==> src/rtl/axi_lite_regfile_if.sv <==
// rtl/axi_lite_regfile_if.sv - AXI4-Lite bundle, 32-bit address and data
interface axi4_lite_if;
  logic [31:0] awaddr;
  logic [2:0]  awprot;
  logic        awvalid;
  logic        awready;
  logic [31:0] wdata;
  logic [3:0]  wstrb;
  logic        wvalid;
  logic        wready;
  logic [1:0]  bresp;
  logic        bvalid;
  logic        bready;
  logic [31:0] araddr;
  logic [2:0]  arprot;
  logic        arvalid;
  logic        arready;
  logic [31:0] rdata;
  logic [1:0]  rresp;
  logic        rvalid;
  logic        rready;

  modport s (
    input  awaddr, awprot, awvalid, wdata, wstrb, wvalid, bready,
           araddr, arprot, arvalid, rready,
    output awready, wready, bresp, bvalid, arready, rdata, rresp, rvalid
  );

  modport m (
    output awaddr, awprot, awvalid, wdata, wstrb, wvalid, bready,
           araddr, arprot, arvalid, rready,
    input  awready, wready, bresp, bvalid, arready, rdata, rresp, rvalid
  );
endinterface

==> src/rtl/axi_lite_regfile.sv <==
// rtl/axi_lite_regfile.sv - AXI4-Lite register bank with RW control and RO status registers
module axi_lite_regfile #(
  parameter logic [31:0]          BASE_ADDR = 32'h0000_0000,
  parameter int                   N_RW      = 8,
  parameter int                   N_RO      = 8,
  parameter logic [N_RW*32-1:0]   RW_RESET  = '0
) (
  input  logic                    aclk,
  input  logic                    aresetn,
  axi4_lite_if.s                  axi,
  output logic [N_RW*32-1:0]      ctrl_o,
  input  logic [N_RO*32-1:0]      status_i,
  output logic [N_RW-1:0]         wr_stb_o,
  output logic [N_RW+N_RO-1:0]    rd_stb_o
);
  localparam int N_REG = N_RW + N_RO;

  typedef enum logic {W_IDLE, W_RESP} w_state_t;
  typedef enum logic {R_IDLE, R_DATA} r_state_t;

  w_state_t r_wstate, w_wnext;
  r_state_t r_rstate, w_rnext;

  logic [N_RW*32-1:0] r_ctrl;
  logic [N_RW-1:0]    r_wr_stb;
  logic [N_REG-1:0]   r_rd_stb;

  logic        r_awready, r_wready, r_aw_held, r_w_held, r_bvalid;
  logic [1:0]  r_bresp;
  logic [31:0] r_awaddr, r_wdata;
  logic [3:0]  r_wstrb;

  logic        r_arready, r_rvalid;
  logic [1:0]  r_rresp;
  logic [31:0] r_rdata;

  logic        w_aw_hs, w_w_hs, w_aw_have, w_w_have, w_commit;
  logic [31:0] w_waddr, w_wdata, w_woff;
  logic [3:0]  w_wstrb;
  logic [29:0] w_widx;
  logic        w_w_in_range, w_w_is_rw;

  logic        w_ar_hs;
  logic [31:0] w_roff, w_rd_data;
  logic [29:0] w_ridx;
  logic        w_r_in_range;
  logic        w_unused;

  // AW and W may arrive in either order; the live handshake value wins over the held copy
  assign w_aw_hs   = axi.awvalid & r_awready;
  assign w_w_hs    = axi.wvalid & r_wready;
  assign w_aw_have = r_aw_held | w_aw_hs;
  assign w_w_have  = r_w_held | w_w_hs;
  assign w_commit  = (r_wstate == W_IDLE) & w_aw_have & w_w_have;
  assign w_waddr   = w_aw_hs ? axi.awaddr : r_awaddr;
  assign w_wdata   = w_w_hs ? axi.wdata : r_wdata;
  assign w_wstrb   = w_w_hs ? axi.wstrb : r_wstrb;
  assign w_woff    = w_waddr - BASE_ADDR;
  assign w_widx    = w_woff[31:2];
  assign w_w_in_range = w_widx < 30'(N_REG);
  assign w_w_is_rw    = w_widx < 30'(N_RW);

  assign w_ar_hs   = (r_rstate == R_IDLE) & axi.arvalid & r_arready;
  assign w_roff    = axi.araddr - BASE_ADDR;
  assign w_ridx    = w_roff[31:2];
  assign w_r_in_range = w_ridx < 30'(N_REG);

  assign w_unused  = ^{w_woff[1:0], w_roff[1:0], axi.awprot, axi.arprot};

  always_comb begin
    w_wnext = r_wstate;
    case (r_wstate)
      W_IDLE:  if (w_commit) w_wnext = W_RESP;
      W_RESP:  if (axi.bready) w_wnext = W_IDLE;
      default: w_wnext = W_IDLE;
    endcase
  end

  always_comb begin
    w_rnext = r_rstate;
    case (r_rstate)
      R_IDLE:  if (w_ar_hs) w_rnext = R_DATA;
      R_DATA:  if (axi.rready) w_rnext = R_IDLE;
      default: w_rnext = R_IDLE;
    endcase
  end

  // Read mux sees r_ctrl before any same-edge write commit lands
  always_comb begin
    w_rd_data = '0;
    for (int k = 0; k < N_RW; k++)
      if (w_ridx == 30'(k)) w_rd_data = r_ctrl[k*32 +: 32];
    for (int k = 0; k < N_RO; k++)
      if (w_ridx == 30'(N_RW + k)) w_rd_data = status_i[k*32 +: 32];
  end

  always_ff @(posedge aclk) begin
    if (!aresetn) begin
      r_wstate <= W_IDLE;
      r_rstate <= R_IDLE;
    end else begin
      r_wstate <= w_wnext;
      r_rstate <= w_rnext;
    end
  end

  always_ff @(posedge aclk) begin
    if (!aresetn) begin
      r_ctrl    <= RW_RESET;
      r_wr_stb  <= '0;
      r_awready <= 1'b0;
      r_wready  <= 1'b0;
      r_aw_held <= 1'b0;
      r_w_held  <= 1'b0;
      r_bvalid  <= 1'b0;
      r_bresp   <= 2'b00;
      r_awaddr  <= '0;
      r_wdata   <= '0;
      r_wstrb   <= '0;
    end else begin
      r_wr_stb <= '0;
      if (r_wstate == W_IDLE) begin
        r_awready <= !w_aw_have;
        r_wready  <= !w_w_have;
        r_aw_held <= w_aw_have & !w_commit;
        r_w_held  <= w_w_have & !w_commit;
        if (w_aw_hs) r_awaddr <= axi.awaddr;
        if (w_w_hs) begin
          r_wdata <= axi.wdata;
          r_wstrb <= axi.wstrb;
        end
        if (w_commit) begin
          r_bvalid <= 1'b1;
          if (!w_w_in_range) begin
            r_bresp <= 2'b11;
          end else if (!w_w_is_rw) begin
            r_bresp <= 2'b10;
          end else begin
            r_bresp <= 2'b00;
            for (int k = 0; k < N_RW; k++) begin
              if (w_widx == 30'(k)) begin
                r_wr_stb[k] <= 1'b1;
                for (int b = 0; b < 4; b++)
                  if (w_wstrb[b]) r_ctrl[k*32 + b*8 +: 8] <= w_wdata[b*8 +: 8];
              end
            end
          end
        end
      end else if (axi.bready) begin
        r_bvalid  <= 1'b0;
        r_awready <= 1'b1;
        r_wready  <= 1'b1;
      end
    end
  end

  always_ff @(posedge aclk) begin
    if (!aresetn) begin
      r_arready <= 1'b0;
      r_rvalid  <= 1'b0;
      r_rresp   <= 2'b00;
      r_rdata   <= '0;
      r_rd_stb  <= '0;
    end else begin
      r_rd_stb  <= '0;
      r_arready <= (w_rnext == R_IDLE);
      if (w_ar_hs) begin
        r_rvalid <= 1'b1;
        r_rdata  <= w_rd_data;
        r_rresp  <= w_r_in_range ? 2'b00 : 2'b11;
        for (int k = 0; k < N_REG; k++)
          if (w_ridx == 30'(k)) r_rd_stb[k] <= 1'b1;
      end else if (r_rvalid && axi.rready) begin
        r_rvalid <= 1'b0;
      end
    end
  end

  assign axi.awready = r_awready;
  assign axi.wready  = r_wready;
  assign axi.bvalid  = r_bvalid;
  assign axi.bresp   = r_bresp;
  assign axi.arready = r_arready;
  assign axi.rvalid  = r_rvalid;
  assign axi.rresp   = r_rresp;
  assign axi.rdata   = r_rdata;
  assign ctrl_o      = r_ctrl;
  assign wr_stb_o    = r_wr_stb;
  assign rd_stb_o    = r_rd_stb;
endmodule

==> src/flat_wrapper.sv <==
// flat-port wrapper written by rule: the top's interface ports become plain ports
module axi_lite_regfile_flat 
#(
  parameter logic [31:0]          BASE_ADDR = 32'h0000_0000,
  parameter int                   N_RW      = 8,
  parameter int                   N_RO      = 8,
  parameter logic [N_RW*32-1:0]   RW_RESET  = '0
)
  (aclk, aresetn, ctrl_o, status_i, wr_stb_o, rd_stb_o, axi_awaddr, axi_awprot, axi_awvalid, axi_wdata, axi_wstrb, axi_wvalid, axi_bready, axi_araddr, axi_arprot, axi_arvalid, axi_rready, axi_awready, axi_wready, axi_bresp, axi_bvalid, axi_arready, axi_rdata, axi_rresp, axi_rvalid);
  axi4_lite_if axi_i ();
  input  logic aclk;
  input  logic aresetn;
  output logic [N_RW*32-1:0] ctrl_o;
  input  logic [N_RO*32-1:0] status_i;
  output logic [N_RW-1:0] wr_stb_o;
  output logic [N_RW+N_RO-1:0] rd_stb_o;
  input wire logic [$bits(axi_i.awaddr)-1:0] axi_awaddr;
  input wire logic [$bits(axi_i.awprot)-1:0] axi_awprot;
  input wire logic [$bits(axi_i.awvalid)-1:0] axi_awvalid;
  input wire logic [$bits(axi_i.wdata)-1:0] axi_wdata;
  input wire logic [$bits(axi_i.wstrb)-1:0] axi_wstrb;
  input wire logic [$bits(axi_i.wvalid)-1:0] axi_wvalid;
  input wire logic [$bits(axi_i.bready)-1:0] axi_bready;
  input wire logic [$bits(axi_i.araddr)-1:0] axi_araddr;
  input wire logic [$bits(axi_i.arprot)-1:0] axi_arprot;
  input wire logic [$bits(axi_i.arvalid)-1:0] axi_arvalid;
  input wire logic [$bits(axi_i.rready)-1:0] axi_rready;
  output wire logic [$bits(axi_i.awready)-1:0] axi_awready;
  output wire logic [$bits(axi_i.wready)-1:0] axi_wready;
  output wire logic [$bits(axi_i.bresp)-1:0] axi_bresp;
  output wire logic [$bits(axi_i.bvalid)-1:0] axi_bvalid;
  output wire logic [$bits(axi_i.arready)-1:0] axi_arready;
  output wire logic [$bits(axi_i.rdata)-1:0] axi_rdata;
  output wire logic [$bits(axi_i.rresp)-1:0] axi_rresp;
  output wire logic [$bits(axi_i.rvalid)-1:0] axi_rvalid;
  assign axi_i.awaddr = axi_awaddr;
  assign axi_i.awprot = axi_awprot;
  assign axi_i.awvalid = axi_awvalid;
  assign axi_i.wdata = axi_wdata;
  assign axi_i.wstrb = axi_wstrb;
  assign axi_i.wvalid = axi_wvalid;
  assign axi_i.bready = axi_bready;
  assign axi_i.araddr = axi_araddr;
  assign axi_i.arprot = axi_arprot;
  assign axi_i.arvalid = axi_arvalid;
  assign axi_i.rready = axi_rready;
  assign axi_awready = axi_i.awready;
  assign axi_wready = axi_i.wready;
  assign axi_bresp = axi_i.bresp;
  assign axi_bvalid = axi_i.bvalid;
  assign axi_arready = axi_i.arready;
  assign axi_rdata = axi_i.rdata;
  assign axi_rresp = axi_i.rresp;
  assign axi_rvalid = axi_i.rvalid;
  axi_lite_regfile #(.BASE_ADDR(BASE_ADDR), .N_RW(N_RW), .N_RO(N_RO), .RW_RESET(RW_RESET)) u_core (.aclk(aclk), .aresetn(aresetn), .axi(axi_i), .ctrl_o(ctrl_o), .status_i(status_i), .wr_stb_o(wr_stb_o), .rd_stb_o(rd_stb_o));
endmodule
==> config.mk <==
export PLATFORM = sky130hd
export DESIGN_NAME = axi_lite_regfile_flat
export DESIGN_NICKNAME = d
export VERILOG_FILES = /design/src/rtl/axi_lite_regfile_if.sv /design/src/rtl/axi_lite_regfile.sv /design/src/flat_wrapper.sv
export SDC_FILE = /design/constraint.sdc
export NUM_CORES = 1
export LEC_CHECK = 0
export BUFFER_PORTS_ARGS = -buffer_cell sky130_fd_sc_hd__buf_2
export CELL_PAD_IN_SITES_DETAIL_PLACEMENT = 0
export CELL_PAD_IN_SITES_GLOBAL_PLACEMENT = 1
export CORE_AREA = 2 2 267 269
export DETAILED_ROUTE_END_ITERATION = 6
export DIE_AREA = 0 0 269 271
export GPL_TIMING_DRIVEN = 0
export PLACE_DENSITY = 0.6
export SLEW_MARGIN = 20
export SYNTH_ARGS = -nofsm -noshare
export SYNTH_HDL_FRONTEND = slang
export SYNTH_SLANG_ARGS = --single-unit
==> constraint.sdc <==
create_clock -name aclk -period 2.55 [get_ports aclk]
set_input_delay 0.1275 -clock aclk [delete_from_list [all_inputs] [get_ports aclk]]
set_output_delay 0.1275 -clock aclk [all_outputs]
set_load 0.01 [all_outputs]
Word level (Yosys, flattened, before mapping)
Index checks and enable logic that the tools add are counted.
- flip-flop bits (word level): 393
- word-level logic and storage cells: 198
- bits of input ports: 369
- reduce and logical (&&, ||, !) cells: 45
- order comparisons: 3
- eq/ne operators: 23
- mux-type cells: 60
- bitwise logic cells: 17
- operator list (kind ; number):
    32-bit 2-to-1 mux ; 18
    30-bit by 3-bit == test with 1-bit output (second input constant) ; 8
    30-bit by 4-bit == test with 1-bit output (second input constant) ; 8
    6-bit AND reduction ; 32
    30-bit by 2-bit == test with 1-bit output (second input constant) ; 4
    30-bit by 1-bit == test with 1-bit output (second input constant) ; 2
    30-bit logical NOT ; 2
    30-bit by 5-bit < comparator with 1-bit output (second input constant) ; 2
    1-bit 2-to-1 mux ; 36
    30-bit by 4-bit < comparator with 1-bit output (second input constant) ; 1
    1-bit AND ; 8
    2-bit AND reduction ; 4
    1-bit NOT ; 7
    2-bit 2-to-1 mux ; 3
    5-bit OR reduction ; 1
    4-bit 2-to-1 mux ; 1
    1-bit case mux with 2 select lines ; 2
    2-bit nonzero test ; 2
    1-bit logical NOT ; 3
    2-bit inequality test (second input constant) ; 1
    1-bit OR ; 2
    1-bit logical AND ; 1

Depth between registers and ports, before layout
Gate-level depths: netlist of the first run.
- depth in word-level cells: 17
- mapped depth: 11
- depth with buffers taken out: 7

Worst setup path before layout of the first run
Ideal clock, no wire load.
- path kind: register -> register
- start: reg u_core.r_awready (netlist: u_core.axi.awready)
- end: reg u_core.r_ctrl[220] (netlist: u_core.ctrl_o[220])
- cell stages (with the launch flop): 9
- arrival time: 2060 ps
- data required time: 2477 ps
- setup time: 73 ps
- path slack: 417 ps
- period minus slack after synthesis: 2133 ps
- path buffers: 2
- path through: dfxtp_1 > nand2_1 > clkbuf_1 > nor3b_1 > o221ai_1 > or2_2 > clkbuf_1 > nor2_4 > mux2i_1
- cells in the longest elaborated chain, start to end: 5
- elaborated cells on any way between the ends: 9
- classes of those cells: order compare: 2; eq/ne: 1; mux: 1; bitwise: 4; reduce/logical: 1
- RTL lines (what ; line ; text):
    start, declared ; axi_lite_regfile.sv:28 ; logic r_awready, r_wready, r_aw_held, r_w_held, r_bvalid;
    start signal, assigned ; axi_lite_regfile.sv:123 ; r_awready <= !w_aw_have;
    1-bit AND * ; axi_lite_regfile.sv:50 ; assign w_aw_hs = axi.awvalid & r_awready;
    branches (longest 3 deep; another with 30-bit by 4-bit < comparator with 1-bit output) ; n/a ;
    6-bit AND reduction (no source line) * ; n/a ;
    end signal, assigned by index ; axi_lite_regfile.sv:144 ; if (w_wstrb[b]) r_ctrl[k*32 + b*8 +: 8] <= w_wdata[b*8 +: 8];
    end, declared ; axi_lite_regfile.sv:24 ; logic [N_RW*32-1:0] r_ctrl;
Every way passes the cells marked *.
A chain may end at the register's enable or synchronous reset.

Worst setup path in the final report of the first run
- start: in axi_araddr[6]
- end: reg u_core.r_rdata[20] (netlist: u_core.axi.rdata[20])
- cells in the longest elaborated chain, start to end: 17
- elaborated cells on any way between the ends: 32
- classes of those cells: eq/ne: 15; mux: 16; reduce/logical: 1
- RTL lines (what ; line ; text):
    start, declared ; flat_wrapper.sv:24 ; input wire logic [$bits(axi_i.araddr)-1:0] axi_araddr;
    30-bit logical NOT ; axi_lite_regfile.sv:92 ; if (w_ridx == 30'(k)) w_rd_data = r_ctrl[k*32 +: 32];
    32-bit 2-to-1 mux (8 in a row) ; axi_lite_regfile.sv:92 ;
    32-bit 2-to-1 mux (7 in a row) ; axi_lite_regfile.sv:94 ; if (w_ridx == 30'(N_RW + k)) w_rd_data = status_i[k*32 +: 32];
    32-bit 2-to-1 mux * ; axi_lite_regfile.sv:94 ;
    end signal, assigned ; axi_lite_regfile.sv:169 ; r_rdata <= w_rd_data;
    end, declared ; axi_lite_regfile.sv:35 ; logic [31:0] r_rdata;
Every way passes the cells marked *; elsewhere a longest branch is shown, timed or not.

==> results.cfg, run 1 <==
[logic_synthesis]
ys_ff_latch = 390
synth.avg_cell_area_sq_um = 8.804
synth_edf_count = 0
ys.warnings.count = 0
syn_nets = 2600
netlist_area_sq_um = 19640
netlist_instances = 2231
synth_ff_type = dfxtp_1
synth_async_sr_flop_share_pct = 0
ys_seq_area_share_pct = 39.75
yosysUniqueCellTypes = 75

[finish]
postLayoutCoreUtil_pct = 40.82
final_common_cell = buf_2
fillers = 7168
nets = 3520
mostFrequentLayoutCells = buf_2, nand2_1, dfxtp_1
final_layout_size_suffix_gt1_share_pct = 33.26
area_delta_synth_final_pct = 45.01

[grt]
grt_max_degree = 14
grt_pass1_vias = 22780
grt_use_total_pct = 36.37
grt.overflow.total = 0
grt_pass1_wl_um = 183700
antenna_found_initial = 11

[clock_tree]
clk_latency_ns = 0.63
root_buffer = clkbuf_16
cts_made_buffers = 48
clockBufferDepth = 3
cts.htree.levels = 2
cts_tree = yes
clkTransAtPathRegs_ns = 0.07
cts_sinks = 390

[die]
die_y_um = 271
die_area_sq_um = 72900
start_util_pct = 28.15
pin_count = 690
row_count = 97
core_sq_um = 69790
die_w_um = 269

[route]
ant_nets = 0
via_per_inst = 5.527
drc = 0
drt-wirelength-per-cell_um = 33.43
vias = 22850
dr.first_iter.drc_count = 2391
wl_um = 138200
firstDrtPassIters = 6

[setup_path]
end_kind = flip-flop
max_stage_delay_ns = 0.61
required_ns = 3.09
start_kind = input pin
cp_data_arrival_time_ns = 3.10
slowest_stage = clkbuf_1
worst-r2r-setup-slack_ns = 0.08
critPathMaxFanout = 10
crit_family = compound AO/OA/AOI/OAI gates
path_cells = buf_2, nor4_4, buf_4, clkbuf_1, nand2_1, o22ai_1, a221o_1, a211oi_2, o31ai_1
path_buf_inv = 3
crit_type = input pin to flip-flop

[place]
port_buffers = 678
dp_hpwl_um = 108900
gp_congestion = 0.9821

[sta]
max_freq_ghz = 0.3903
setup_slack_ns = -0.01218
rsz0062_at_grt = yes
worstMarginPinSlew_ns = 1.179
relSlewSlack_pct = 21.39
fin_crit_ns = 2.562
min_period_over_period_pct = 100.5
slew_viol_final = 0
hold_viol = 0
final.setup_skew_ns = 0.03694
setup_tns_ns = -0.02289
finalSetupViolCount = 3

[outcome]
violations = negative setup slack
outcome = finished, violations left

[power]
p_per_area_nw_per_um2 = 544.2
vdd_ir_drop_max_mv = 0.4530
pwr-share-seq_pct = 40.1
p_comb_share_pct = 12.7
p_switching_uw = 4328
sw_frac_of_total_pct = 27.92
internal-power_uw = 11170
power.share.clock_pct = 47.1
leakagePower_uw = 0.01142

[job]
max_cap_viol_count = 0

[worst_hold_path]
hold_path_class = input pin to flip-flop
==> cell type report <==
type | instances | area [sq um] | share of cell area [%]
Clock buffer | 66 | 1420 | 4.986
Antenna cell | 9 | 22.52 | 0.07907
Timing Repair Buffer | 879 | 5654 | 19.85
Multi-Input combinational cell | 1675 | 11440 | 40.16
Clock inverter | 17 | 215.2 | 0.7555
Inverter | 10 | 37.54 | 0.1318
Sequential cell | 390 | 7807 | 27.41
Buffer | 147 | 710.7 | 2.495
Tap cell | 940 | 1176 | 4.129
==> per-layer routing <==
layer | part of all wire, % | up-vias | wire (um) | track usage [%]
met2 | 45 | 1428 | 62640 | 58.78
met5 | 0.0094 | - | 13 | 0
met4 | 9.1 | 2 | 12610 | 27.68
li1 | - | 9892 | - | -
met1 | 35 | 11090 | 48450 | 39.41
met3 | 10 | 429 | 14470 | 11.69
==> cells in the mapped netlist, types with 11 or more instances <==
master	instances	area share, %
a21boi_0	67	2.6
a22o_1	15	0.67
and3_1	14	0.45
o21ai_0	62	1.6
nor2b_1	11	0.35
a211oi_1	12	0.46
nor3_1	22	0.56
buf_2	45	1.1
nand4_1	16	0.51
nand2_1	521	10
clkbuf_1	98	1.9
a221oi_1	17	0.76
o31ai_1	13	0.50
nor2_1	101	1.9
nor2_4	35	2.0
a21oi_1	91	2.3
dfxtp_1	390	40
o22ai_1	37	1.2
mux2_2	60	3.4
a22oi_1	23	0.88
nand3_1	35	0.89
o221ai_1	18	0.80
o211ai_1	11	0.42
mux2i_1	307	16
a31oi_1	15	0.48
nor4_1	22	0.70
==> power groups by stage <==
stage          Clock, uW  Sequential, uW  Combinational, uW
2_1_floorplan          0            6350                731
3_3_place_gp           0            6350               1680
3_5_place_dp           0            6350               1690
4_1_cts             7330            6220               1900
5_1_grt             7560            6230               2040
6_report            7300            6220               1970
==> worst min-delay path: stages <==
cell and delay [ns]:
buf_2 0.09, mux2i_1 0.06, nand4_1 0.10, o211ai_1 0.10
a21oi_1 0.11
==> path summary, 6_finish.rpt <==
check,endpoint,depth (start not counted),from
worst min-delay path,u_core.axi.rdata[25],5,status_i[217]
worst max register to register,u_core.axi.rdata[7],8,u_core.axi.arready
worst max-delay path,u_core.axi.rdata[20],9,axi_araddr[6]
worst min register to register,u_core.axi.rdata[10],2,u_core.axi.rdata[10]
==> per-stage QoR <==
stage               setup WS [ns]  cells  instance area (sq um)  hold slack (ns)  power [uW]
floorplan                  0.4173   2231                  19640           0.2672        7083
global placement           -1.760   3849                  24210           0.3897        8028
CTS                      0.002225   4124                  28190         0.001644       15460
detailed placement         -1.298   3850                  24260           0.3924        8044
finish                   -0.01218   4133                  28480          0.01126       15500
global route             -0.04937   4129                  28470          0.04198       15820
==> kinds of logic after synthesis <==
group,synth area share [%]
buffers and inverters,3.688
AOI/OAI and AO/OA,16.32
and+or+nand+nor,20.24
DFF,39.75
muxes,20.00
==> sequential cells by signal, summed over array words and instances, names as in the netlist <==
name and cells:
u_core.wr_stb_o 8, u_core.rd_stb_o 16, u_core.r_awaddr 30, u_core.axi.bresp 2, u_core.axi.wready 1, u_core.axi.arready 1, u_core.axi.bvalid 1, u_core.axi.rresp 1
u_core.r_wdata 32, u_core.r_wstate 1, u_core.axi.rdata 32, u_core.r_aw_held 1, u_core.r_wstrb 4, u_core.axi.rvalid 1, u_core.axi.awready 1, u_core.r_rstate 1
u_core.r_w_held 1, u_core.ctrl_o 256
==> timing repair <==
action | 4_1_cts | 5_1_grt
pin swaps | 33 | 11
setup endpoints to repair | 319 | 259
setup buffers | 50 | 6
resized for setup | 42 | 42
hold endpoints to repair | 104 | 0
hold buffers | 144 | 0
(Power assumes the default switching activity.)
==> run 2: changes to the inputs <==
--- a/config.mk
+++ b/config.mk
@@ -12,6 +12,7 @@
 export DETAILED_ROUTE_END_ITERATION = 6
 export DIE_AREA = 0 0 269 271
 export GPL_TIMING_DRIVEN = 0
+export HOLD_SLACK_MARGIN = 0.06
 export PLACE_DENSITY = 0.6
 export SLEW_MARGIN = 20
 export SYNTH_ARGS = -nofsm -noshare
==> run 2 against run 1 <==
Net effect: the run ends with design-rule violations, negative setup slack left; sequential cell count unchanged; worst setup slack got worse by 0.030 ns; core utilization up 0.72 points; die area unchanged; register-to-register slack is essentially flat; wire length grew 0.33%; maximum frequency fell by 1.2%; combinational power increased by 4%; clock skew grew 0.0020 ns; count of clock-buffer cells in the layout unchanged; largest cell class unchanged; highest routed layer unchanged.
==> results.cfg, run 2 (synthesis gave the netlist of run 1 again) <==
[outcome]
outcome = finished, violations left
violations = design-rule violations, negative setup slack

[clock_tree]
cts.htree.levels = 2
cts_tree = yes
clk_latency_ns = 0.63
root_buffer = clkbuf_16
cts_sinks = 390
clkTransAtPathRegs_ns = 0.06
clockBufferDepth = 3
cts_made_buffers = 48

[route]
dr.first_iter.drc_count = 2483
wl_um = 138600
drt-wirelength-per-cell_um = 33.12
firstDrtPassIters = 7
ant_nets = 0
vias = 23130
drc = 7
via_per_inst = 5.527

[place]
port_buffers = 678
gp_congestion = 0.9821
numPlacedInstances = 3850
dp_hpwl_um = 108900
dpl_cell_area_sq_um = 24260

[setup_path]
cp_data_arrival_time_ns = 3.11
start_kind = input pin
r2r_cells = 7
r2r_start = u_core.ctrl_o[62]
crit_path_start = axi_araddr[4]
required_ns = 3.06
worst-r2r-setup-slack_ns = 0.08
r2r-end = u_core.axi.rdata[0]
critPathMaxFanout = 10
crit_type = input pin to flip-flop
end_kind = flip-flop

[finish]
nets = 3572
largest_register_ffs = 256
final_common_cell = buf_2
area_delta_synth_final_pct = 47.56
postLayoutCoreUtil_pct = 41.53
multi_input_area_sq_um = 11420
mostFrequentLayoutCells = buf_2, nand2_1, dfxtp_1
fillers = 7130
final_layout_size_suffix_gt1_share_pct = 32.91
stdcell_count = 4185
seq_area_sq_um = 7807
final_cell_area_sq_um = 28980

[sta]
finalSetupViolCount = 3
final.setup_skew_ns = 0.03893
slew_viol_final = 0
setup_slack_ns = -0.04215
max_freq_ghz = 0.3858
worstMarginPinSlew_ns = 1.185
fin_crit_ns = 2.592
min_period_over_period_pct = 101.7
rsz0062_at_grt = yes
setup_tns_ns = -0.05123
hold_viol = 0
relSlewSlack_pct = 21.03

[power]
vdd_ir_drop_max_mv = 0.4544
p_per_area_nw_per_um2 = 536.7
leakagePower_uw = 0.01163

[worst_hold_path]
hold-path-endpoint = u_core.axi.rdata[24]
hold_path_class = input pin to flip-flop
min-delay-start = status_i[88]
holdPathStages = 5

[grt]
antenna_found_initial = 10
grt_pass1_vias = 22880
grt_pass1_wl_um = 183900
grt_max_degree = 14
grt_use_total_pct = 36.44
grt.overflow.total = 0

[die]
pin_count = 690
start_util_pct = 28.15
die_w_um = 269
row_count = 97
die_y_um = 271
core_sq_um = 69790
die_area_sq_um = 72900

[job]
max_cap_viol_count = 0
## run 2: changes by cell type in the layout (fill, tap and decap cells not counted), sizes merged
cell,change
dlygate4sd3,+48
clkbuf,+3
buf,+1
## run 2: power by group
group	internal [uW]	switching [uW]
Sequential	6180	47.7
Clock	4290	3010
Combinational	757	1280
Total	11200	4330
## run 2: worst max-delay path by stage
stage | depth (start not counted) | end | slack (ns)
2_1_floorplan | 8 | u_core.ctrl_o[220] | 0.42
6_report | 9 | u_core.axi.rdata[5] | -0.04
3_3_place_gp | 8 | u_core.axi.rdata[18] | -1.76
3_5_place_dp | 10 | u_core.axi.rdata[19] | -1.30
5_1_grt | 10 | u_core.axi.rdata[19] | -0.05
4_1_cts | 8 | u_core.ctrl_o[120] | 0.002
## run 2: repair_timing
item                                    4_1_cts  5_1_grt
hold endpoints to repair                    111        0
endpoints found under the setup margin      319      257
pin swaps                                    33       12
buffers inserted                             50       10
gates resized for setup                      42       43
hold buffers                                192        0
## run 2: per-stage QoR
step | hold slack, ns | power (uW) | setup slack [ns]
after floorplan | 0.2672 | 7083 | 0.4173
after global placement | 0.3897 | 8028 | -1.760
after detailed placement | 0.3924 | 8044 | -1.298
after CTS | 0.06090 | 15520 | 0.002225
after global routing | 0.1075 | 15890 | -0.05211
final | 0.06754 | 15560 | -0.04215
## run 2: area by class of cell
class                      instances  share of cell area [%]
antenna                            9                 0.07770
buffer                           147                   2.482
clock buffer                      66                   4.900
clock inverter                    17                  0.7425
inverter                          10                  0.1295
multi-input combinational       1675                   39.40
sequential                       390                   26.94
tap                              940                   4.058
timing repair buffer             931                   21.27
## run 2: worst max-delay path, cell delays in order
cell	delay (ns)
buf_2	0.11
clkbuf_1	0.50
clkbuf_1	0.69
clkbuf_2	0.51
o21ai_0	0.20
o31ai_2	0.19
o221ai_1	0.34
a21oi_1	0.31
o21ai_1	0.10
## run 2: metal layers
layer | global-route usage [%] | share of wire [%]
met1 | 39.86 | 35
met2 | 59.14 | 45
met3 | 11.11 | 11
met4 | 27.13 | 9.3
met5 | 0 | 0.022
==> run 3: changes to the inputs <==
--- a/config.mk
+++ b/config.mk
@@ -13,7 +13,7 @@
 export DIE_AREA = 0 0 269 271
 export GPL_TIMING_DRIVEN = 0
 export HOLD_SLACK_MARGIN = 0.06
-export PLACE_DENSITY = 0.6
+export PLACE_DENSITY_LB_ADDON = 0.1
 export SLEW_MARGIN = 20
 export SYNTH_ARGS = -nofsm -noshare
 export SYNTH_HDL_FRONTEND = slang
==> run 3 against run 2 <==
Net effect: global-route usage rose by 0.29 points; the flow finishes with violations (negative setup slack); die area did not move; critical endpoint is now u_core.axi.rdata[12]; largest power group unchanged; design area barely moved.
==> results.cfg, run 3 (synthesis gave the netlist of run 1 again) <==
[clock_tree]
cts_tree = yes
cts_sinks = 390
cts.htree.levels = 2
clk_latency_ns = 0.61
clockBufferDepth = 3
cts_made_buffers = 48
clkTransAtPathRegs_ns = 0.06
root_buffer = clkbuf_16

[grt]
grt.overflow.total = 0
grt_use_total_pct = 36.72
grt_max_degree = 20
antenna_found_initial = 7
grt_pass1_vias = 22340
grt_pass1_wl_um = 184700

[power]
vdd_ir_drop_max_mv = 0.4323
leakagePower_uw = 0.01170
p_per_area_nw_per_um2 = 539.4
p_total_uw = 15650

[die]
row_count = 97
die_y_um = 271
die_w_um = 269
pin_count = 690
start_util_pct = 28.15
core_sq_um = 69790
die_area_sq_um = 72900

[route]
drc = 0
wl_um = 139300
dr.first_iter.drc_count = 2179
via_per_inst = 5.448
firstDrtPassIters = 5
ant_nets = 0
vias = 22730
drt-wirelength-per-cell_um = 33.38

[setup_path]
cp_data_arrival_time_ns = 3.15
start_kind = input pin
required_ns = 3.07
critPathMaxFanout = 10
crit_type = input pin to flip-flop
end_kind = flip-flop

[outcome]
outcome = finished, violations left
violations = negative setup slack

[finish]
mostFrequentLayoutCells = buf_2, nand2_1, dfxtp_1
nets = 3565
postLayoutCoreUtil_pct = 41.57
final_layout_size_suffix_gt1_share_pct = 33.25
fillers = 7244
seq_area_sq_um = 7807
largest_register_ffs = 256
final_common_cell = buf_2
multi_input_area_sq_um = 11450
area_delta_synth_final_pct = 47.69

[place]
port_buffers = 678
place_ws_ns = -1.641
gp_congestion = 0.9677
dp_hpwl_um = 109500

[sta]
worstMarginPinSlew_ns = 1.250
slew_viol_final = 0
min_period_over_period_pct = 103.1
final.setup_skew_ns = 0.02145
fin_crit_ns = 2.628
setup_slack_ns = -0.07805
hold_viol = 0
relSlewSlack_pct = 16.68
finalSetupViolCount = 3
max_freq_ghz = 0.3805

[job]
max_cap_viol_count = 0

[worst_hold_path]
hold_path_class = input pin to flip-flop
run 3: cell type report:
class / count / share of cell area (%)
Antenna cell: 6 / 0.05176
Buffer: 152 / 2.674
Clock buffer: 67 / 4.908
Clock inverter: 14 / 0.8108
Inverter: 10 / 0.1294
Multi-Input combinational cell: 1675 / 39.45
Sequential cell: 390 / 26.91
Tap cell: 940 / 4.054
Timing Repair Buffer: 919 / 21.00
run 3: path summary, 6_finish.rpt:
kind | slack (ns) | cells past startpoint | startpoint | end
setup / recovery | -0.08 | 9 | axi_araddr[3] | u_core.axi.rdata[12]
hold / removal | 0.08 | 5 | status_i[125] | u_core.axi.rdata[29]
setup reg to reg | 0.03 | 7 | u_core.ctrl_o[126] | u_core.axi.rdata[0]
hold reg to reg | 0.45 | 2 | u_core.axi.rdata[24] | u_core.axi.rdata[24]
run 3: metal layers:
layer  vias up  part of all wire, %  global-route usage [%]
li1       9962                    -                       -
met5         -                0.012                       0
met3       294                  8.6                   9.284
met4         4                  6.1                   19.43
met2      1192                   47                   61.32
met1     11280                   38                   42.98
run 3: stage by stage:
stage	std cells	setup TNS [ns]	area [sq um]	hold WS, ns
final	4173	-0.1660	29010	0.07624
after global routing	4169	-0.0001901	29000	0.08451
after CTS	4156	0	28660	0.06232
after detailed placement	3850	-136.88	24270	0.3981
after global placement	3849	-137.77	24210	0.3902
after floorplan	2231	0	19640	0.2672
run 3: repair_timing:
| item | CTS | global route |
|---|---|---|
| setup endpoints to repair | 322 | 196 |
| hold endpoints to repair | 110 | 0 |
| gates cloned | 0 | 0 |
| hold buffers | 183 | 0 |
| pin swaps | 35 | 9 |
| setup buffers | 46 | 11 |
| resized for setup | 60 | 52 |
run 3: worst max-delay path: stages:
cell      delay (ns)
buf_2           0.17
nand2b_1        0.66
nor2_1          0.35
buf_2           0.44
buf_2           0.45
a221oi_1        0.14
o22ai_1         0.43
a221oi_4        0.15
o31ai_1         0.21
run 3: power by group:
group	switching [uW]	total, uW	internal, uW
logic	1260	2020	755
clock network	2940	7410	4470
registers	51.3	6230	6180
total	4250	15600	11400
